===== src/rtl/fifo_pkt_reader_pkg.sv =====
// Shared types for the packet reader: FSM states, output buffer entry, default widths.
// Latency: n/a (types only). Backpressure: n/a.
package fifo_pkt_pkg;

   localparam int PKT_DATA_W = 8;
   localparam int PKT_LEN_W  = 4;
   localparam int PKT_CNT_W  = 16;

   typedef enum logic [1:0] {
      IDLE,
      HDR,
      PAYLOAD
   } rd_state_t;

   typedef struct packed {
      logic [PKT_DATA_W-1:0] data;
      logic                  sop;
      logic                  eop;
      logic                  err;
   } buf_entry_t;

   function automatic logic [PKT_CNT_W-1:0] cnt_inc(input logic [PKT_CNT_W-1:0] cnt);
      return cnt + 1'b1;
   endfunction

endpackage


===== src/rtl/fifo_pkt_reader_if.sv =====
// FIFO drain side plus framed output stream of the packet reader.
// Latency: n/a (wires only). Backpressure: out_ready towards the reader, fifo_empty from the FIFO.
interface fifo_pkt_reader_if #(
   parameter int DATA_WIDTH = fifo_pkt_pkg::PKT_DATA_W
) ();
   import fifo_pkt_pkg::*;

   logic                  fifo_empty;
   logic [DATA_WIDTH-1:0] fifo_rd_data;
   logic                  fifo_rd_en;
   logic                  out_valid;
   logic                  out_ready;
   logic [DATA_WIDTH-1:0] out_data;
   logic                  out_sop;
   logic                  out_eop;
   logic                  out_err;
   logic [PKT_CNT_W-1:0]  pkt_count;

   modport master (
      input  fifo_empty,
      input  fifo_rd_data,
      output fifo_rd_en,
      output out_valid,
      input  out_ready,
      output out_data,
      output out_sop,
      output out_eop,
      output out_err,
      output pkt_count
   );

   modport slave (
      output fifo_empty,
      output fifo_rd_data,
      input  fifo_rd_en,
      input  out_valid,
      output out_ready,
      input  out_data,
      input  out_sop,
      input  out_eop,
      input  out_err,
      input  pkt_count
   );

endinterface


===== src/rtl/fifo_pkt_reader_skid_buf.sv =====
// Two-entry in-order valid/ready buffer; a write appears at the head one cycle later.
// Backpressure: head held while rd_rdy=0; writer must only push while occupancy < 2.
module pkt_skid_buf
   import fifo_pkt_pkg::*;
(
   input  logic       clk,
   input  logic       rst,
   input  logic       wr_vld,
   input  buf_entry_t wr_dat,
   output logic       rd_vld,
   input  logic       rd_rdy,
   output buf_entry_t rd_dat,
   output logic [1:0] occupancy
);

   logic [1:0] occ_q;
   buf_entry_t head_q;
   buf_entry_t tail_q;
   logic       rd_fire;

   assign rd_fire = (occ_q != 2'd0) & rd_rdy;

   always_ff @(posedge clk or posedge rst) begin
      if (rst) begin
         occ_q  <= 2'd0;
         head_q <= '0;
         tail_q <= '0;
      end else begin
         case ({wr_vld, rd_fire})
            2'b10: begin
               if (occ_q == 2'd0) head_q <= wr_dat;
               else               tail_q <= wr_dat;
               occ_q <= occ_q + 2'd1;
            end
            2'b01: begin
               head_q <= tail_q;
               occ_q  <= occ_q - 2'd1;
            end
            2'b11: begin
               // Simultaneous push and pop: occupancy holds, order preserved.
               if (occ_q == 2'd2) begin
                  head_q <= tail_q;
                  tail_q <= wr_dat;
               end else begin
                  head_q <= wr_dat;
               end
            end
            default: ;
         endcase
      end
   end

   assign rd_vld    = (occ_q != 2'd0);
   assign rd_dat    = head_q;
   assign occupancy = occ_q;

endmodule


===== src/rtl/fifo_pkt_reader.sv =====
// Frames FWFT FIFO words into sop/eop packets from a length header; pop-to-output latency 1 cycle.
// Backpressure: pops stop while the 2-entry output buffer is full. FIFO_PKT_READER_TIMEOUT_EN adds starvation truncation.
module fifo_pkt_reader
   import fifo_pkt_pkg::*;
#(
   parameter int DATA_WIDTH = PKT_DATA_W,
   parameter int LEN_WIDTH  = PKT_LEN_W,
   parameter int TIMEOUT    = 64
) (
   input  logic                clk,
   input  logic                rst,
   fifo_pkt_reader_if.master   bus
);

   rd_state_t             state_q, state_d;
   logic [LEN_WIDTH-1:0]  rem_q, rem_d;
   logic [LEN_WIDTH-1:0]  hdr_len;
   logic [1:0]            occ;
   logic                  space;
   logic                  pop;
   logic                  push;
   buf_entry_t            push_dat;
   buf_entry_t            head;
   logic                  head_vld;
   logic [PKT_CNT_W-1:0]  cnt_q;
   logic                  to_fire;

   assign space   = (occ < 2'd2);
   assign hdr_len = bus.fifo_rd_data[LEN_WIDTH-1:0];

`ifdef FIFO_PKT_READER_TIMEOUT_EN
   logic [15:0] starve_q;

   // Truncation competes with popping: once fired it owns the buffer write slot.
   assign to_fire = (state_q == PAYLOAD) && (starve_q >= 16'(TIMEOUT)) && space;

   always_ff @(posedge clk or posedge rst) begin
      if (rst) begin
         starve_q <= 16'd0;
      end else if ((state_q != PAYLOAD) || pop) begin
         starve_q <= 16'd0;
      end else if (bus.fifo_empty && (starve_q != 16'hFFFF)) begin
         starve_q <= starve_q + 16'd1;
      end
   end
`else
   assign to_fire = 1'b0;
`endif

   assign pop            = ~bus.fifo_empty & space & ~rst & ~to_fire;
   assign bus.fifo_rd_en = pop;

   // IDLE doubles as the header state so a header can pop right behind an eop pop.
   always_comb begin
      state_d  = state_q;
      rem_d    = rem_q;
      push     = 1'b0;
      push_dat = '0;
      case (state_q)
         IDLE, HDR: begin
            if (pop) begin
               push         = 1'b1;
               push_dat.data = bus.fifo_rd_data;
               push_dat.sop  = 1'b1;
               if (hdr_len == '0) begin
                  push_dat.eop = 1'b1;
                  state_d      = IDLE;
               end else begin
                  rem_d   = hdr_len;
                  state_d = PAYLOAD;
               end
            end
         end
         PAYLOAD: begin
            if (pop) begin
               push          = 1'b1;
               push_dat.data = bus.fifo_rd_data;
               rem_d         = rem_q - 1'b1;
               if (rem_q == LEN_WIDTH'(1)) begin
                  push_dat.eop = 1'b1;
                  state_d      = IDLE;
               end
            end else if (to_fire) begin
               push         = 1'b1;
               push_dat.eop = 1'b1;
               push_dat.err = 1'b1;
               state_d      = IDLE;
            end
         end
         default: state_d = IDLE;
      endcase
   end

   always_ff @(posedge clk or posedge rst) begin
      if (rst) begin
         state_q <= IDLE;
         rem_q   <= '0;
         cnt_q   <= '0;
      end else begin
         state_q <= state_d;
         rem_q   <= rem_d;
         if (head_vld && bus.out_ready && head.eop) cnt_q <= cnt_inc(cnt_q);
      end
   end

   pkt_skid_buf u_skid (
      .clk       (clk),
      .rst       (rst),
      .wr_vld    (push),
      .wr_dat    (push_dat),
      .rd_vld    (head_vld),
      .rd_rdy    (bus.out_ready),
      .rd_dat    (head),
      .occupancy (occ)
   );

   assign bus.out_valid = head_vld;
   assign bus.out_data  = head.data;
   assign bus.out_sop   = head.sop;
   assign bus.out_eop   = head.eop;
   assign bus.out_err   = head.err;
   assign bus.pkt_count = cnt_q;

endmodule


===== src/flat_wrapper.sv =====
// flat-port wrapper written by rule: the top's interface ports become plain ports
module fifo_pkt_reader_flat import fifo_pkt_pkg::*;
#(
   parameter int DATA_WIDTH = PKT_DATA_W,
   parameter int LEN_WIDTH  = PKT_LEN_W,
   parameter int TIMEOUT    = 64
)
  (clk, rst, bus_fifo_empty, bus_fifo_rd_data, bus_fifo_rd_en, bus_out_valid, bus_out_ready, bus_out_data, bus_out_sop, bus_out_eop, bus_out_err, bus_pkt_count);
  fifo_pkt_reader_if #(.DATA_WIDTH(DATA_WIDTH)) bus_i ();
  input  logic clk;
  input  logic rst;
  input wire logic [$bits(bus_i.fifo_empty)-1:0] bus_fifo_empty;
  input wire logic [$bits(bus_i.fifo_rd_data)-1:0] bus_fifo_rd_data;
  output wire logic [$bits(bus_i.fifo_rd_en)-1:0] bus_fifo_rd_en;
  output wire logic [$bits(bus_i.out_valid)-1:0] bus_out_valid;
  input wire logic [$bits(bus_i.out_ready)-1:0] bus_out_ready;
  output wire logic [$bits(bus_i.out_data)-1:0] bus_out_data;
  output wire logic [$bits(bus_i.out_sop)-1:0] bus_out_sop;
  output wire logic [$bits(bus_i.out_eop)-1:0] bus_out_eop;
  output wire logic [$bits(bus_i.out_err)-1:0] bus_out_err;
  output wire logic [$bits(bus_i.pkt_count)-1:0] bus_pkt_count;
  assign bus_i.fifo_empty = bus_fifo_empty;
  assign bus_i.fifo_rd_data = bus_fifo_rd_data;
  assign bus_fifo_rd_en = bus_i.fifo_rd_en;
  assign bus_out_valid = bus_i.out_valid;
  assign bus_i.out_ready = bus_out_ready;
  assign bus_out_data = bus_i.out_data;
  assign bus_out_sop = bus_i.out_sop;
  assign bus_out_eop = bus_i.out_eop;
  assign bus_out_err = bus_i.out_err;
  assign bus_pkt_count = bus_i.pkt_count;
  fifo_pkt_reader #(.DATA_WIDTH(DATA_WIDTH), .LEN_WIDTH(LEN_WIDTH), .TIMEOUT(TIMEOUT)) u_core (.clk(clk), .rst(rst), .bus(bus_i));
endmodule

===== config.mk =====
export PLATFORM = sky130hd
export DESIGN_NAME = fifo_pkt_reader_flat
export DESIGN_NICKNAME = d
export VERILOG_FILES = /design/src/rtl/fifo_pkt_reader_pkg.sv /design/src/rtl/fifo_pkt_reader_if.sv /design/src/rtl/fifo_pkt_reader_skid_buf.sv /design/src/rtl/fifo_pkt_reader.sv /design/src/flat_wrapper.sv
export SDC_FILE = /design/constraint.sdc
export NUM_CORES = 1
export LEC_CHECK = 0
export ABC_AREA = 1
export CORE_AREA = 2 2 77 116
export DETAILED_ROUTE_END_ITERATION = 10
export DIE_AREA = 0 0 79 118
export SYNTH_ARGS = -nofsm -noshare
export SYNTH_HDL_FRONTEND = slang
export SYNTH_HIERARCHICAL = 1
export SYNTH_SLANG_ARGS = --single-unit

===== constraint.sdc =====
create_clock -name clk -period 4 [get_ports clk]
set_input_delay 0.8 -clock clk [delete_from_list [all_inputs] [get_ports clk]]
set_output_delay 0.8 -clock clk [all_outputs]
set_load 0.02 [all_outputs]

==> results by group <==
Route
  • Wirelength per Cell: 12.2 um
  • DR iter-0 viols: 77
  • Remaining antenna violation count: 0
  • Met1 WL: 2450 um
  • # DRC: 0
  • Vias per inst: 4.50
  • Met2 wire len: 2880 um
  • Via count: 2065
  • First-pass detailed-route iteration total: 4
  • Metal3 WL: 209 um
  • Max layer used: met4
  • DRT Wirelength: 5620 um

Synthesis
  • Post-synth top area share: 45.9%
  • Synth unique cells: 28
  • Synth Register Bits: 45
  • Mapped cell area: 2450 sq um
  • Cell with the most instances after synthesis: nand2_1
  • Cell taking the most area after synthesis: dfrtp_1
  • Ys flop type: dfrtp_1
  • Top post-synthesis cells by area: dfrtp_1, nand2_1, nand3_1, inv_1, nor2_1
  • Avg Cell Area, Syn: 7.83 sq um
  • Asr flop ratio synth: 100%
  • Synth Warn #: 6
  • Mapped Cells: 313
  • Post-synth EDFFs: 0
  • Register area share after synthesis: 45.9%
  • Commonest cells post-synth: nand2_1, dfrtp_1, nand3_1

Worst setup path
  • CP startpoint: rst
  • CP Max Fanout: 8
  • Worst Setup Path Type: primary input to output pin
  • CP arrival: 2.33 ns
  • Worst r2r src: u_core/u_skid/occupancy[1]
  • WP buf/inv: 2
  • Crit-path cells: clkdlybuf4s50_1, nor3_2, clkdlybuf4s50_1
  • Cell mode on critical path: clkdlybuf4s50_1
  • Critical-path top delay cell: clkdlybuf4s50_1
  • CP startpoint kind: primary input
  • CP required: 3.20 ns
  • Delay-heaviest family, CP: buffers and inverters
  • CP peak stage delay: 0.70 ns
  • CP endpoint kind: output pin

Pwr
  • Internal: 0.000986 W
  • Net Sw Frac: 37.5%
  • Power Dens Cells: 513 nW/um^2
  • Power share of the combinational group: 33.5%
  • Clk network pwr share: 26.2%
  • Worst vdd rail ir drop: 0.227 mV
  • Pleak: 1.60 nW
  • Total power: 0.00158 W
  • Sequential share of power: 40.2%
  • Psw: 0.000593 W

CTS
  • CTS tree: yes
  • Clock Path Buffers: 2
  • Clk slew on worst S/H paths: 0.06 ns
  • Post-CTS Hold Buffers: 0
  • Num Clock Sinks: 45
  • PostCTS Resize Cnt: 0
  • CTS Buf Count: 5
  • H-tree depth: 2
  • Clock Latency Late Sink: 0.29 ns
  • Setup repair bufs after CTS: 0
  • Root Buffer: clkbuf_16

STA
  • RSZ-0062 raised after global routing: no
  • Final period util: 78.2%
  • Measured slew at the worst slew-check pin: 0.951 ns
  • Setup violators final: 0
  • Slew Viols, Final: 0
  • Final Skew: 0.00832 ns
  • Worst slew margin: 36.5%
  • Clock period minus worst slack: 3.13 ns
  • Final Hold Fails: 0
  • Setup TNS: 0 ns
  • Highest clock rate: 0.320 GHz
  • Setup WS post-layout: 0.872 ns

Die
  • Die height: 118 um
  • Die span in x: 79 um
  • Initial Util: 29.5%
  • Die area: 9320 sq um
  • Ports: 41
  • Core ar.: 8310 sq um
  • Row cnt: 41

Final layout
  • Layout cell share with drive strength beyond 1: 7.67%
  • Final nets: 369
  • Syn-to-layout area delta: 25.4%
  • Antenna cell count: 0

Global routing
  • Overflow left after global routing: 0
  • First-pass GRT wire length: 9500 um
  • Largest net degree at the start of global routing: 25
  • Gr usage total: 12.6%
  • Vias in the first global route: 1994
  • Initial antenna violation count: 0

Placed design
  • Pre-CTS setup slack: 0.859 ns
  • Count of port buffers added during placement: 40
  • Final Wtd Congestion: 0.827
  • Estimated wirelength of the detail-placed design: 4130 um

Flow run
  • Max_cap viols: 0

Worst hold path
  • Min-Delay Path Class: flip-flop to flip-flop
  • HP Start: u_core/u_skid/tail_q[5]

Status
  • Outcome: completed
## per-stage QoR
step | hold slack (ns) | instance area [sq um] | std cells | util [%]
2_1_floorplan | 0.442 | 2460 | 314 | -
3_3_place_gp | 0.454 | 2930 | 451 | 35.2
3_5_place_dp | 0.459 | 2930 | 451 | 35.2
4_1_cts | 0.475 | 3080 | 459 | 37.0
5_1_grt | 0.495 | 3080 | 459 | 37.0
6_report | 0.474 | 3080 | 459 | 37.0
## placed cells by master, fill, tap and decap left out, drive strengths merged
cell,instances
xor2,7
clkbuf,5
o21ai,9
nand3b,1
conb,2
nand4,5
buf,1
dfrtp,45
clkinvlp,3
nor3,3
clkdlybuf4s50,40
a21oi,2
inv,36
nand2,107
nand3,42
ha,6
or2,1
mux2,1
nor2,30
xnor2,6
## flip-flops by register name (all words and copies together) (netlist names)
signal and count:
u_core/bus.pkt_count 16, u_core/u_skid/rd_dat 11, u_core/u_skid/tail_q 11, u_core/rem_q 4, u_core/u_skid/occupancy 2, u_core/state_q 1
## final timing paths
path	cells after the start	slack (ns)	end
max in group asynchronous	2	2.31	u_core/u_skid/rd_dat[1]
min in group asynchronous	2	1.05	u_core/state_q[1]
worst max-delay path	3	0.87	bus_fifo_rd_en
worst max register to register	12	1.74	u_core/u_skid/tail_q[0]
worst min-delay path	2	0.47	u_core/u_skid/tail_q[5]
worst min register to register	2	0.47	u_core/u_skid/tail_q[5]
## power groups by stage
stage | clock network, W | registers (W) | logic [W]
after CTS | 0.000427 | 0.000634 | 0.000536
after floorplan | 0 | 0.000658 | 0.000357
after global placement | 0 | 0.000639 | 0.000524
final | 0.000414 | 0.000635 | 0.000529
after global routing | 0.000447 | 0.000649 | 0.000599
after detailed placement | 0 | 0.000640 | 0.000533
## layer usage
layer | vias to the layer above | GRT usage (%)
met4 | 0 | 4.74
met5 | - | 0
met3 | 4 | 2.30
met1 | 967 | 16.1
met2 | 51 | 21.0
li1 | 1043 | -
## area by class of cell
cell class,count,area (sq um)
tap,107,134
clock buffer,5,125
timing repair buffer,41,408
fill,875,5240
multi-input combinational,222,1120
sequential,45,1130
inverter,36,135
clock inverter,3,22.5
## tightest hold or removal path, cell delays in order (launching register included)
cell and delay [ns]:
dfrtp_1 0.34, nand2_1 0.05, nand2_1 0.05
## logic make-up (layout without fill, tap and decap cells)
logic type	after synthesis	in the layout	synth area share, %
multiplexers	1	1	0.459
XOR/XNOR	13	13	4.64
buffers and inverters	47	85	8.37
other	1	2	0.153
flip-flops	45	45	45.9
AND/OR/NAND/NOR	189	189	35.2
adder cells (fa/ha/maj)	6	6	3.06
AO/OA/AOI/OAI	11	11	2.24
No activity file was read; power rests on OpenSTA's default activity.
